===== src/rtl/inner_product_firing_fsm_n.sv =====
`default_nettype none
// ============================================================================
// Module   : inner_product_firing_fsm_n
// Purpose  : Firing-state controller for the inner-product CFDF actor.
//            Modes: LOAD, COMPUTE, WRITE, CLEAR. Runtime length, FIFO
//            back-pressure, saturated result.
// Revision : 1.0 - initial release
// ============================================================================
module inner_product_firing_fsm_n #(
   parameter int SIZE      = 8,
   parameter int WIDTH     = 16,
   parameter int ACC_WIDTH = 2*WIDTH + $clog2(SIZE)
) (
   input  logic             clk,
   input  logic             rst,
   input  logic             start_in,
   input  logic [1:0]       next_mode_in,
   input  logic [WIDTH-1:0] len_in,
   input  logic             len_empty,
   input  logic [WIDTH-1:0] data_a_in,
   input  logic             empty_a,
   input  logic [WIDTH-1:0] data_b_in,
   input  logic             empty_b,
   input  logic             out_full,
   output logic             rd_len,
   output logic             rd_a,
   output logic             rd_b,
   output logic             wr_out,
   output logic [WIDTH-1:0] result_out,
   output logic             sat_out,
   output logic             len_err,
   output logic [1:0]       next_mode_out,
   output logic             done_out
);

   localparam int CW    = $clog2(SIZE + 1);
   localparam int AW    = (SIZE > 1) ? $clog2(SIZE) : 1;
   localparam int DEPTH = 1 << AW;
   localparam int LW    = (WIDTH > 32) ? WIDTH : 32;

   localparam logic [1:0] M_LOAD  = 2'b00;
   localparam logic [1:0] M_COMP  = 2'b01;
   localparam logic [1:0] M_WRITE = 2'b10;

   localparam logic [CW-1:0] SIZE_C = CW'(SIZE);
   localparam logic [CW-1:0] ONE_C  = CW'(1);

   localparam logic signed [ACC_WIDTH-1:0] MAX_V =
      {{(ACC_WIDTH-WIDTH+1){1'b0}}, {(WIDTH-1){1'b1}}};
   localparam logic signed [ACC_WIDTH-1:0] MIN_V =
      {{(ACC_WIDTH-WIDTH+1){1'b1}}, {(WIDTH-1){1'b0}}};

   typedef enum logic [2:0] {
      S_IDLE  = 3'd0,
      S_LEN   = 3'd1,
      S_LOAD  = 3'd2,
      S_COMP  = 3'd3,
      S_DRAIN = 3'd4,
      S_WRITE = 3'd5,
      S_END   = 3'd6
   } state_t;

   state_t                      state;
   logic [CW-1:0]               len_q;
   logic [CW-1:0]               idx;
   logic                        mac_valid;
   logic signed [ACC_WIDTH-1:0] acc;

   logic [WIDTH-1:0] ram_a [DEPTH];
   logic [WIDTH-1:0] ram_b [DEPTH];
   logic [WIDTH-1:0] rdata_a;
   logic [WIDTH-1:0] rdata_b;

   logic                        w_pop;
   logic [AW-1:0]               w_addr;
   logic                        w_len_over;
   logic [CW-1:0]               w_len;
   logic signed [2*WIDTH-1:0]   w_prod;
   logic signed [ACC_WIDTH-1:0] w_prod_ext;

   assign w_pop      = (state == S_LOAD) && !empty_a && !empty_b;
   assign w_addr     = idx[AW-1:0];
   assign w_len_over = LW'(len_in) > LW'(SIZE);
   assign w_len      = w_len_over ? SIZE_C : CW'(len_in);
   assign w_prod     = $signed(rdata_a) * $signed(rdata_b);
   assign w_prod_ext = ACC_WIDTH'(w_prod);

   assign rd_len   = (state == S_LEN) && !len_empty;
   assign rd_a     = w_pop;
   assign rd_b     = w_pop;
   assign wr_out   = (state == S_WRITE) && !out_full;
   assign done_out = (state == S_END);

   // Local vector store; contents deliberately survive reset and firings.
   always_ff @(posedge clk) begin
      if (w_pop) begin
         ram_a[w_addr] <= data_a_in;
         ram_b[w_addr] <= data_b_in;
      end
      if (state == S_COMP) begin
         rdata_a <= ram_a[w_addr];
         rdata_b <= ram_b[w_addr];
      end
   end

   always_ff @(posedge clk) begin
      if (rst) begin
         state         <= S_IDLE;
         acc           <= '0;
         len_q         <= '0;
         idx           <= '0;
         mac_valid     <= 1'b0;
         len_err       <= 1'b0;
         next_mode_out <= M_LOAD;
      end else begin
         // Accumulate one cycle behind each RAM read issue.
         if (mac_valid) acc <= acc + w_prod_ext;
         mac_valid <= 1'b0;
         case (state)
            S_IDLE: begin
               if (start_in) begin
                  idx <= '0;
                  case (next_mode_in)
                     M_LOAD: begin
                        state         <= S_LEN;
                        next_mode_out <= M_COMP;
                     end
                     M_COMP: begin
                        state         <= S_COMP;
                        acc           <= '0;
                        next_mode_out <= M_WRITE;
                     end
                     M_WRITE: begin
                        state         <= S_WRITE;
                        next_mode_out <= M_LOAD;
                     end
                     default: begin
                        state         <= S_END;
                        acc           <= '0;
                        len_q         <= '0;
                        len_err       <= 1'b0;
                        next_mode_out <= M_LOAD;
                     end
                  endcase
               end
            end
            S_LEN: begin
               if (!len_empty) begin
                  len_q   <= w_len;
                  len_err <= w_len_over;
                  idx     <= '0;
                  state   <= (w_len == '0) ? S_END : S_LOAD;
               end
            end
            S_LOAD: begin
               if (w_pop) begin
                  if (idx == len_q - ONE_C) state <= S_END;
                  else                      idx   <= idx + ONE_C;
               end
            end
            S_COMP: begin
               if (len_q == '0) begin
                  state <= S_END;
               end else begin
                  mac_valid <= 1'b1;
                  if (idx == len_q - ONE_C) state <= S_DRAIN;
                  else                      idx   <= idx + ONE_C;
               end
            end
            S_DRAIN: state <= S_END;
            S_WRITE: begin
               if (!out_full) state <= S_END;
            end
            S_END:   state <= S_IDLE;
            default: state <= S_IDLE;
         endcase
      end
   end

   always_comb begin
      result_out = acc[WIDTH-1:0];
      sat_out    = 1'b0;
      if (acc > MAX_V) begin
         result_out = MAX_V[WIDTH-1:0];
         sat_out    = 1'b1;
      end else if (acc < MIN_V) begin
         result_out = MIN_V[WIDTH-1:0];
         sat_out    = 1'b1;
      end
   end

endmodule
`default_nettype wire


===== config.mk =====
export PLATFORM = sky130hd
export DESIGN_NAME = inner_product_firing_fsm_n
export DESIGN_NICKNAME = d
export VERILOG_FILES = /design/src/rtl/inner_product_firing_fsm_n.sv
export SDC_FILE = /design/constraint.sdc
export NUM_CORES = 1
export LEC_CHECK = 0
export CORE_AREA = 2 2 208 210
export DETAILED_ROUTE_END_ITERATION = 12
export DIE_AREA = 0 0 210 212
export PLACE_DENSITY_LB_ADDON = 0.05
export SYNTH_ARGS = -nofsm -noshare
export SYNTH_HDL_FRONTEND = slang
export SYNTH_SLANG_ARGS = --single-unit

===== constraint.sdc =====
create_clock -name clk -period 5.8 [get_ports clk]
set_input_delay 1.16 -clock clk [delete_from_list [all_inputs] [get_ports clk]]
set_output_delay 1.16 -clock clk [all_outputs]
set_load 0.01 [all_outputs]

# [After elaboration in Yosys (flattened, before gate mapping)]
# Memories as Yosys holds them, arrays and structs flattened. A register that Yosys moved wholly into a read port is not among the register bits.
# Index checks and enable logic that the tools add are counted.
[totals] memories=2 out_inout_bits=25 ram_bits=256 elab_cells=92 inputBits=57 reg_bits=50
[classes] eq_ne=17 bitwise=1 muxes=37 multipliers=1 reduce_logical=21 addsub=3 order_cmp=3
[mem_list] memory="ram_a" depth=8 word_bits=16 rd=1 rd_ports_with_merged_regs=1 wr=1 line="69" source="logic [WIDTH-1:0] ram_a [DEPTH];"
[mem_list] memory="ram_b" depth=8 word_bits=16 rd=1 rd_ports_with_merged_regs=1 wr=1 line="70" source="logic [WIDTH-1:0] ram_b [DEPTH];"
[ops] operator="2-to-1 mux 35 bit" n=4
[ops] operator="2-to-1 mux 4 bit" n=9
[ops] operator="adder 35 x 32 -> 35 bit" n=1
[ops] operator="greater-than comparator 35 x 16 -> 1 bit, second input constant" n=1
[ops] operator="< comparator 35 x 16 -> 1 bit, second input constant" n=1
[ops] operator="multiplier 16 x 16 -> 32 bit" n=1
[ops] operator="2-to-1 mux 16 bit" n=2
[ops] operator="2-to-1 mux 3 bit" n=8
[ops] operator="one-hot mux 3 bit (6 select lines)" n=1
[ops] operator="greater-than comparator 16 x 4 -> 1 bit, second input constant" n=1
[ops] operator="one-hot mux 4 bit (4 select lines)" n=1
[ops] operator="!= test 2 bit, second input constant" n=6
[ops] operator="equality test 3 bit, second input constant" n=3
[ops] operator="one-hot mux 3 bit (3 select lines)" n=1
[ops] operator="logical NOT 4 bit" n=2
[ops] operator="2-to-1 mux 1 bit" n=8
[ops] operator="one-hot mux 4 bit (2 select lines)" n=1
[ops] operator="equality test 3 x 2 -> 1 bit, second input constant" n=2
[ops] operator="AND reduction 6 bit" n=1
[ops] operator="AND reduction 5 bit" n=1
[ops] operator="adder 4 x 1 -> 4 bit, second input constant" n=1
[ops] operator="equality test 4 bit" n=1
[ops] operator="logical AND 1 bit" n=4
[ops] operator="logical NOT 1 bit" n=4
[ops] operator="17 further kinds" n=18

# [Depth between registers and ports, before layout]
# Gate-level depths: netlist (run 1).
[logic_depth] word_depth=6 ltp_mapped=24 depth_no_buf=23

# [Worst setup path before layout (run 1)]
# Ideal clock, no wire load.
[synth_path] path_kind="register to register" start="register rdata_a[15] (read register of ram_a)" end="register acc[34]" setup_slack_ns=-0.435 arrival_ns=6.097 synth_period_minus_slack_ns=6.235 path_buffers=1 required_time_ns=5.662 setup_ns=0.138 stages_incl_launch_ff=22 cell_sequence="edfxtp_1 -> clkbuf_1 -> nand2_1 -> inv_1 -> fa_1 -> fa_1 -> fa_1 -> fa_1 -> fa_1 -> inv_1 -> fa_1 -> inv_1 -> ha_1 -> and3_1 -> and4_1 -> a221oi_1 -> o21a_1 -> a311oi_2 -> a21o_1 -> a21oi_2 -> xnor2_1 -> a21oi_1"
[synth_between] elab_chain_cells=6
[synth_lines] element="from (decl)" line="71" source="logic [WIDTH-1:0] rdata_a;"
[synth_lines] element="multiplier 16 x 16 -> 32 bit *" line="85" source="assign w_prod = $signed(rdata_a) * $signed(rdata_b);"
[synth_lines] element="adder 35 x 32 -> 35 bit *" line="117" source="if (mac_valid) acc <= acc + w_prod_ext;"
[synth_lines] element="2-to-1 mux 35 bit *" line="117"
[synth_lines] element="2-to-1 mux 35 bit" line="123" source="case (next_mode_in)"
[synth_lines] element="2-to-1 mux 35 bit" line="121" source="if (start_in) begin"
[synth_lines] element="2-to-1 mux 35 bit *" line="119" source="case (state)"
[synth_lines] element="to (signal assigned)" line="117"
[synth_lines] element="to (decl)" line="67" source="logic signed [ACC_WIDTH-1:0] acc;"
# Mark *: on every way between the ends. The rest lies on a longest branch, timed or not.
# A chain may end at the register's enable or synchronous reset.

# [Final worst setup path (run 1)]
[layout_path] start="register rdata_a[5] (read register of ram_a)" end="register acc[23]"
# Same word-level chain as after synthesis.

==> results of run 1 <==
## worst max-delay path, delay by kind of cell, from the launching register on
family                   cells  cell delay (ps)
AO/OA/AOI/OAI                4              870
adder cells (fa/ha/maj)      7             3320
buffers and inverters        4              220
flip-flops                   1              450
AND/OR/NAND/NOR              5             1080
## cells by family after synthesis
kind of cell | Yosys count | synth area share [%]
AND/OR/NAND/NOR | 503 | 10.48
buffers and inverters | 443 | 6.977
multiplexers | 21 | 0.8853
XOR/XNOR | 42 | 1.540
flip-flops | 338 | 40.40
adder cells (fa/ha/maj) | 417 | 31.59
AO/OA/AOI/OAI | 268 | 8.130
## cells in the final DEF (no fill, tap or decap), types with 8 or more instances in the layout
master / count
inv_1: 347
fa_1: 299
edfxtp_1: 288
buf_4: 181
nand2_1: 179
a22oi_1: 134
and2_1: 117
ha_1: 88
clkdlybuf4s50_1: 81
nor2_1: 70
dfxtp_1: 49
nand4_1: 39
clkbuf_16: 37
xnor2_1: 28
a21oi_1: 25
mux2i_1: 20
buf_6: 17
a21o_1: 16
ha_4: 16
inv_2: 14
o21ai_0: 14
a21oi_2: 13
xor2_1: 13
o21a_1: 11
fa_2: 11
nor4_1: 10
nor3_1: 9
and2_4: 8
clkinv_1: 8
a211oi_1: 8
clkbuf_1: 8
## metal layers
metal	vias to the layer above	track usage (%)
met5	-	0
met4	0	6.236
met3	81	4.151
met2	429	43.70
met1	7773	37.52
li1	7235	-
## layout make-up
cell class	count	area (um2)
well taps	546	683.2
clock buffers	45	955.9
inverters	362	1359
fillers	3186	14000
clock inverters	20	209.0
flip-flops and latches	338	9651
multi-input cells	1251	13160
repair buffers	287	2491
## worst max path at each step
stage | start | to | slack [ps] | depth (start not counted)
floorplan | rdata_a[15] | acc[34] | -8 | 22
global placement | rdata_a[15] | acc[34] | -350 | 21
detailed placement | rdata_a[15] | acc[34] | -440 | 21
CTS | rdata_a[8] | acc[34] | -200 | 21
global route | rdata_a[7] | acc[23] | -410 | 22
finish | rdata_a[5] | acc[23] | -230 | 20
## sequential cells by signal, summed over array words and instances (netlist names)
name           cells
ram_a            128
ram_b            128
acc               35
rdata_a           16
rdata_b           16
idx                4
len_q              4
state              3
next_mode_out      2
len_err            1
mac_valid          1
## repair_timing
action	CTS	global route
gates resized for setup	79	46
buffers inserted	26	9
setup endpoints to repair	16	19
pin swaps	59	52
## per-stage QoR
step                worst slack [ps]  util (%)  setup TNS, ps
finish                        -232.1     67.07          -1232
detailed placement            -437.1     62.49          -3904
CTS                           -202.3     66.46          -1053
global route                  -405.9     67.07          -3960
global placement              -346.3     62.49          -2939
floorplan                     -7.954         -         -7.954
==> flow_metrics.py, run 1 <==
metrics = {
    "run": {
        "cap_violations": 0,
    },
    "synthesis": {
        "syn_inst": 2032,
        "synth.ff_latch_count": 338,
        "syn_area_um2": 23890,
        "synth_ff_type": "edfxtp_1",
        "synth_top_area_cell": "edfxtp_1",
        "synth_edf_count": 288,
        "syn_nets": 2506,
        "yosysMostFrequentCell": "inv_1",
        "synth_async_sr_flop_share_pct": 0,
        "synth.area.top_cells": "edfxtp_1, fa_1, inv_1",
        "ys_seq_area_share_pct": 40.40,
        "yosys_warnings": 0,
        "ys_types": 62,
        "yosysTopAreaCellShare_pct": 36.21,
        "postSynthAreaPerCell_um2": 11.75,
        "synthTopCellsByCount": "inv_1, fa_1, edfxtp_1",
    },
    "sta": {
        "holdWs_ps": 488.9,
        "rsz0062_at_grt": "true",
        "drv_slew": 0,
        "fin_crit_ps": 6032,
        "worstMarginPinSlew_ps": 1094,
        "post-route-period-util_pct": 104.0,
        "relSlewSlack_pct": 27.07,
        "clock.fmax_mhz": 165.8,
        "final-setup-viol-count": 11,
        "hold_violations": 0,
        "setup_ws_ps": -232.1,
        "skew_ps": 14.59,
    },
    "route": {
        "drc": 0,
        "routed-wl-met2_um": 26880,
        "vias": 15520,
        "dr_wl_met3_um": 2936,
        "drt_iter0_markers": 1235,
        "met1_length_um": 25420,
        "wl_per_cell_um": 19.75,
        "highest_layer": "met4",
        "antenna_left": 0,
        "first_pass_iters": 5,
        "via_per_inst": 5.447,
        "wl_um": 56270,
    },
    "die": {
        "die_x_um": 210,
        "initial_core_util_pct": 56.19,
        "coreArea_um2": 42510,
        "ios": 82,
        "die_area_um2": 44520,
        "chipHeight_um": 212,
        "rows": 76,
    },
    "placed_design": {
        "place_hpwl_um": 39880,
        "place_area_um2": 26560,
        "gp_congestion": 0.9066,
        "dp.cells": 2749,
        "portBuffers": 81,
    },
    "worst_setup_path": {
        "r2r_cells": 20,
        "critPathMaxFanout": 5,
        "path_cells": "and2_1 > fa_1 > inv_1 > fa_1 > inv_2 > fa_1 > fa_1 > fa_1 > inv_1 > fa_1 > inv_2 > ha_4 > nor2b_1 > or4_4 > o21a_1 > o21a_1 > o21a_1 > nor3_2 > nor2_1 > a32o_1",
        "start_kind": "flip-flop",
        "crit_path_end_kind": "flip-flop",
        "r2r-start": "rdata_a[5]",
        "cp.required_ps": 6250,
        "path_class": "flip-flop to flip-flop",
        "crit_top_cell": "fa_1",
        "r2r_end": "acc[23]",
        "cp_data_arrival_time_ps": 6490,
        "r2r_slack_ps": -230,
        "crit_slowest_cell": "or4_4",
        "cpPeakStageDelay_ps": 560,
    },
    "outcome": {
        "violations": "negative setup slack",
        "status": "complete, but fails checks",
    },
    "final_layout": {
        "num_antenna_cells": 0,
        "fin_area_um2": 28510,
        "instances_no_fill": 2849,
        "nNetsFinal": 2751,
        "syn_to_final_growth_pct": 19.36,
        "drive_gt1_share_pct": 16.72,
    },
    "global_routing": {
        "grt_max_degree": 35,
        "grt.total_usage_pct": 26.51,
        "antenna_found_initial": 0,
        "grt_pass1_vias": 16540,
        "grt_pass1_wl_um": 90750,
        "overflow": 0,
    },
    "clock_tree": {
        "clk_pin_slew_ps": 60,
        "hold_buffers": 0,
        "cts-htree-levels": 2,
        "cts_root_buf": "clkbuf_16",
        "clock_latency_ps": 560,
        "cts_sinks": 338,
        "cts_tree": "yes",
        "cts_buffers": 37,
        "cts_max_path_buffers": 3,
    },
    "hold_path": {
        "hold_path.class": "flip-flop to flip-flop",
        "hold_start": "next_mode_out[1]",
        "min_to": "next_mode_out[1]",
        "min_path_cells": 2,
    },
}
Power of run 1 is left out: the tool's default activity adds up to more than one toggle a clock period on the data nets, which glitch-free logic cannot reach.
==> run 2, diff against run 1 <==
clock period = 5.2 ns   (was 5.8 ns; I/O delays follow)
==> run 2 against run 1 <==
Effect of this change: the flow still finishes with violations (negative setup slack); worst hold slack worse by 4.7 ps; flip-flop and latch count did not move; die area stayed put; register-to-register slack worse by 490 ps; count of clock-buffer cells in the layout increased by 1; first-iteration DRC count down 18%; critical path depth rose by 1; clock skew is 16 ps higher; maximum frequency is 1.9% higher; via count rose by 3.6%; critical path type unchanged; critical endpoint is now acc[33].
==> flow_metrics.py, run 2 (synthesis gave the netlist of run 1 again) <==
metrics = {
    "hold_path": {
        "hold_start": "next_mode_out[1]",
        "min_path_cells": 2,
        "hold_path.class": "flip-flop to flip-flop",
        "min_to": "next_mode_out[1]",
    },
    "clock_tree": {
        "cts_tree": "yes",
        "cts_buffers": 37,
        "cts_root_buf": "clkbuf_16",
        "cts_sinks": 338,
        "clk_pin_slew_ps": 70,
        "clock_latency_ps": 570,
        "cts-htree-levels": 2,
        "cts_max_path_buffers": 3,
        "hold_buffers": 0,
    },
    "final_layout": {
        "syn_to_final_growth_pct": 22.34,
        "instances_no_fill": 2889,
        "top_regs": "ram_a x128, ram_b x128, acc x35",
        "fill_cells": 3186,
        "mostFrequentLayoutCell": "inv_1",
        "nNetsFinal": 2792,
        "drive_gt1_share_pct": 20.70,
        "mostFrequentLayoutCells": "inv_1, fa_1, edfxtp_1, buf_4, nand2_1",
        "num_antenna_cells": 0,
    },
    "route": {
        "drt_iter0_markers": 1013,
        "wl_per_cell_um": 20.94,
        "via_per_inst": 5.567,
        "wl_um": 60490,
        "drc": 0,
        "antenna_left": 0,
        "first_pass_iters": 5,
        "vias": 16080,
    },
    "run": {
        "cap_violations": 0,
    },
    "sta": {
        "skew_ps": 30.54,
        "hold_violations": 0,
        "drv_slew": 0,
        "rsz0062_at_grt": "true",
        "post-route-period-util_pct": 113.8,
        "clock.fmax_mhz": 169.0,
        "relSlewSlack_pct": 24.88,
        "holdWs_ps": 484.2,
        "fin_crit_ps": 5918,
        "setup_ws_ps": -718.0,
        "worstMarginPinSlew_ps": 1117,
        "final-setup-viol-count": 25,
    },
    "worst_setup_path": {
        "r2r_slack_ps": -720,
        "r2r-start": "rdata_a[11]",
        "cp_data_arrival_time_ps": 6340,
        "r2r_end": "acc[33]",
        "critPathMaxFanout": 5,
        "crit_path_end_kind": "flip-flop",
        "r2r_cells": 21,
        "cp.required_ps": 5620,
        "path_class": "flip-flop to flip-flop",
        "start_kind": "flip-flop",
    },
    "die": {
        "die_x_um": 210,
        "die_area_um2": 44520,
        "ios": 82,
        "coreArea_um2": 42510,
        "rows": 76,
        "chipHeight_um": 212,
        "initial_core_util_pct": 56.19,
    },
    "global_routing": {
        "antenna_found_initial": 1,
        "grt.total_usage_pct": 28.20,
        "grt_pass1_wl_um": 95120,
        "grt_max_degree": 35,
        "overflow": 0,
        "grt_pass1_vias": 17500,
    },
    "outcome": {
        "violations": "negative setup slack",
        "status": "complete, but fails checks",
    },
    "placed_design": {
        "dp_slack_ps": -931.2,
        "gp_congestion": 0.8733,
        "portBuffers": 81,
        "dp.cells": 2782,
        "place_hpwl_um": 44030,
    },
}
[run 2: what timing repair did]
| action | 4_1_cts | 5_1_grt |
|---|---|---|
| buffers inserted | 34 | 9 |
| setup endpoints to repair | 24 | 25 |
| pin swaps | 56 | 68 |
| cloned | 0 | 1 |
| resized for setup | 92 | 81 |
[run 2: how the worst max path moves through the flow]
| stage | startpoint | endpoint | slack, ps | cells past startpoint |
|---|---|---|---|---|
| final | rdata_a[11] | acc[33] | -720 | 21 |
| after global routing | rdata_b[5] | acc[24] | -940 | 22 |
| after CTS | rdata_a[9] | acc[33] | -700 | 21 |
| after detailed placement | rdata_b[5] | acc[34] | -930 | 21 |
| after global placement | rdata_b[5] | acc[34] | -850 | 21 |
| after floorplan | rdata_a[15] | acc[34] | -550 | 21 |
[run 2: critical path: stages, from the launching register on]
cell       delay, ps
edfxtp_1         420
buf_6            160
and2_4           130
fa_1             530
inv_1             50
fa_1             460
fa_1             520
inv_1             60
fa_1             490
fa_1             500
inv_1             50
fa_1             480
inv_2             50
ha_4             210
nor2b_1          130
or4_4            530
o211ai_4         260
a21oi_2          100
nand4bb_1        180
a31o_2           220
mux2i_1          150
o21ai_1           80
[run 2: through the flow]
| stage | area [um2] | TNS, ps | util (%) |
|---|---|---|---|
| after CTS | 28860 | -11060 | 67.89 |
| after floorplan | 24250 | -5067 | - |
| after global placement | 27010 | -12690 | 63.55 |
| after detailed placement | 27010 | -13990 | 63.55 |
| final | 29220 | -11080 | 68.75 |
| after global routing | 29220 | -16390 | 68.75 |
[run 2: final cells by class]
cell class | count | area [um2] | share of cell area (%)
multi-input cells | 1251 | 13430 | 45.97
flip-flops and latches | 338 | 9649 | 33.02
repair buffers | 328 | 2910 | 9.959
inverters | 362 | 1359 | 4.650
clock buffers | 46 | 959.7 | 3.284
well taps | 546 | 683.2 | 2.338
clock inverters | 18 | 226.5 | 0.7750
[run 2: metal layers]
metal,part of all wire (%),vias to the layer above,global-route usage (%)
met5,0.023,-,0
li1,-,7324,-
met2,52,407,50.85
met1,39,8211,34.24
met3,4.1,140,3.486
met4,4.7,2,12.47
Power of run 2 is left out for the same reason.
==> run 3, diff against run 2 <==
PLACE_DENSITY = 0.79   (was unset)
PLACE_DENSITY_LB_ADDON = unset   (was 0.05)
==> run 3 against run 2 <==
Effect of this change: the run still ends with negative setup slack left; maximum frequency is 1.7% lower; final area is 1.1% lower; worst hold slack better by 2.0 ps; highest routed layer is now met4; non-clock buffer count is 17 lower.
==> flow_metrics.py, run 3 (synthesis gave the netlist of run 1 again) <==
metrics = {
    "clock_tree": {
        "cts_tree": "yes",
        "cts_root_buf": "clkbuf_16",
        "cts_sinks": 338,
        "clk_pin_slew_ps": 60,
        "cts_buffers": 36,
        "cts-htree-levels": 2,
        "hold_buffers": 0,
        "cts_max_path_buffers": 3,
        "clock_latency_ps": 550,
    },
    "sta": {
        "drv_slew": 0,
        "rsz0062_at_grt": "true",
        "hold_violations": 0,
        "post-route-period-util_pct": 115.8,
        "worstMarginPinSlew_ps": 778.2,
        "holdWs_ps": 486.2,
        "clock.fmax_mhz": 166.0,
        "final-setup-viol-count": 24,
        "setup_ws_ps": -822.6,
        "relSlewSlack_pct": 47.64,
        "skew_ps": 21.74,
        "tns_ps": -14150,
        "fin_crit_ps": 6023,
    },
    "worst_setup_path": {
        "start_kind": "flip-flop",
        "crit_path_end_kind": "flip-flop",
        "cp_data_arrival_time_ps": 6450,
        "path_class": "flip-flop to flip-flop",
        "critPathMaxFanout": 5,
        "cp.required_ps": 5630,
    },
    "final_layout": {
        "mostFrequentLayoutCells": "inv_1, fa_1, edfxtp_1, buf_4, nand2_1",
        "fin_util_pct": 67.99,
        "nNetsFinal": 2774,
        "fill_cells": 2851,
        "drive_gt1_share_pct": 18.66,
        "fin_area_um2": 28900,
        "syn_to_final_growth_pct": 20.99,
        "register_area_um2": 9649,
        "num_antenna_cells": 0,
        "top_regs": "ram_a x128, ram_b x128, acc x35",
        "multi_input_area_um2": 13270,
        "mostFrequentLayoutCell": "inv_1",
    },
    "global_routing": {
        "antenna_found_initial": 1,
        "overflow": 0,
        "grt_pass1_wl_um": 96410,
        "grt_pass1_vias": 18140,
        "grt_max_degree": 35,
        "grt.total_usage_pct": 28.28,
    },
    "route": {
        "drc": 0,
        "wl_per_cell_um": 21.49,
        "vias": 16680,
        "antenna_left": 0,
        "via_per_inst": 5.808,
        "first_pass_iters": 5,
        "wl_um": 61710,
        "drt_iter0_markers": 1188,
    },
    "placed_design": {
        "place_area_um2": 26850,
        "gp_congestion": 0.9210,
        "place_hpwl_um": 43130,
        "portBuffers": 81,
    },
    "die": {
        "rows": 76,
        "ios": 82,
        "chipHeight_um": 212,
        "initial_core_util_pct": 56.19,
        "die_area_um2": 44520,
        "die_x_um": 210,
        "coreArea_um2": 42510,
    },
    "outcome": {
        "status": "complete, but fails checks",
        "violations": "negative setup slack",
    },
    "run": {
        "cap_violations": 0,
    },
    "hold_path": {
        "hold_path.class": "flip-flop to flip-flop",
    },
}
-- run 3: cell types whose count changed in the layout (fill, tap and decap cells not counted), sizes merged --
cell / change
buf: -17
clkbuf: -6
clkinv: +4
inv: +3
clkinvlp: -2
bufinv: +1
-- run 3: layout make-up --
type	count	share of cell area, %
Clock buffer	40	3.169
Clock inverter	24	0.9006
Inverter	362	4.711
Multi-Input combinational cell	1251	45.91
Sequential cell	338	33.39
Tap cell	546	2.364
Timing Repair Buffer	311	9.560
-- run 3: final timing paths --
check	start	endpoint	slack (ps)	cells after the start
setup / recovery	rdata_a[10]	acc[23]	-820	22
hold / removal	next_mode_out[1]	next_mode_out[1]	490	2
setup reg to reg	rdata_a[10]	acc[23]	-820	22
hold reg to reg	next_mode_out[1]	next_mode_out[1]	490	2
-- run 3: repair_timing --
| item | in CTS | in global routing |
|---|---|---|
| pin swaps | 54 | 53 |
| cloned | 1 | 1 |
| gates resized for setup | 64 | 73 |
| setup endpoints to repair | 24 | 25 |
| buffers inserted | 34 | 11 |
| endpoints found under the hold margin | 0 | 0 |
-- run 3: per-layer routing --
metal	track usage, %	vias to the layer above	part of all wire (%)	wire, um
met5	0	-	0	0
met4	15.21	0	5.2	3189
met3	4.948	203	7.6	4667
met2	49.41	740	51	31410
met1	33.62	8452	36	22440
li1	-	7285	-	-
-- run 3: metrics by stage --
stage	setup WS [ps]	instances
3_5_place_dp	-958.8	2761
2_1_floorplan	-554.2	2032
5_1_grt	-1005	2872
3_3_place_gp	-882.2	2761
6_report	-822.6	2872
4_1_cts	-804.6	2860
-- run 3: worst max-delay path: stages (launching register included) --
cell and delay (ps):
edfxtp_1 430, buf_12 170, and2_4 150, fa_1 530, inv_1 50, fa_1 460, fa_1 510, inv_1 50
fa_1 460, fa_1 500, inv_1 50, fa_1 490, inv_2 50, ha_4 230, a21oi_4 170, nor2b_4 50
or4_4 550, o21a_1 230, o21a_1 210, o21a_1 200, nor3_2 120, nor2_1 50, a32o_1 200
Power of run 3 is left out for the same reason.
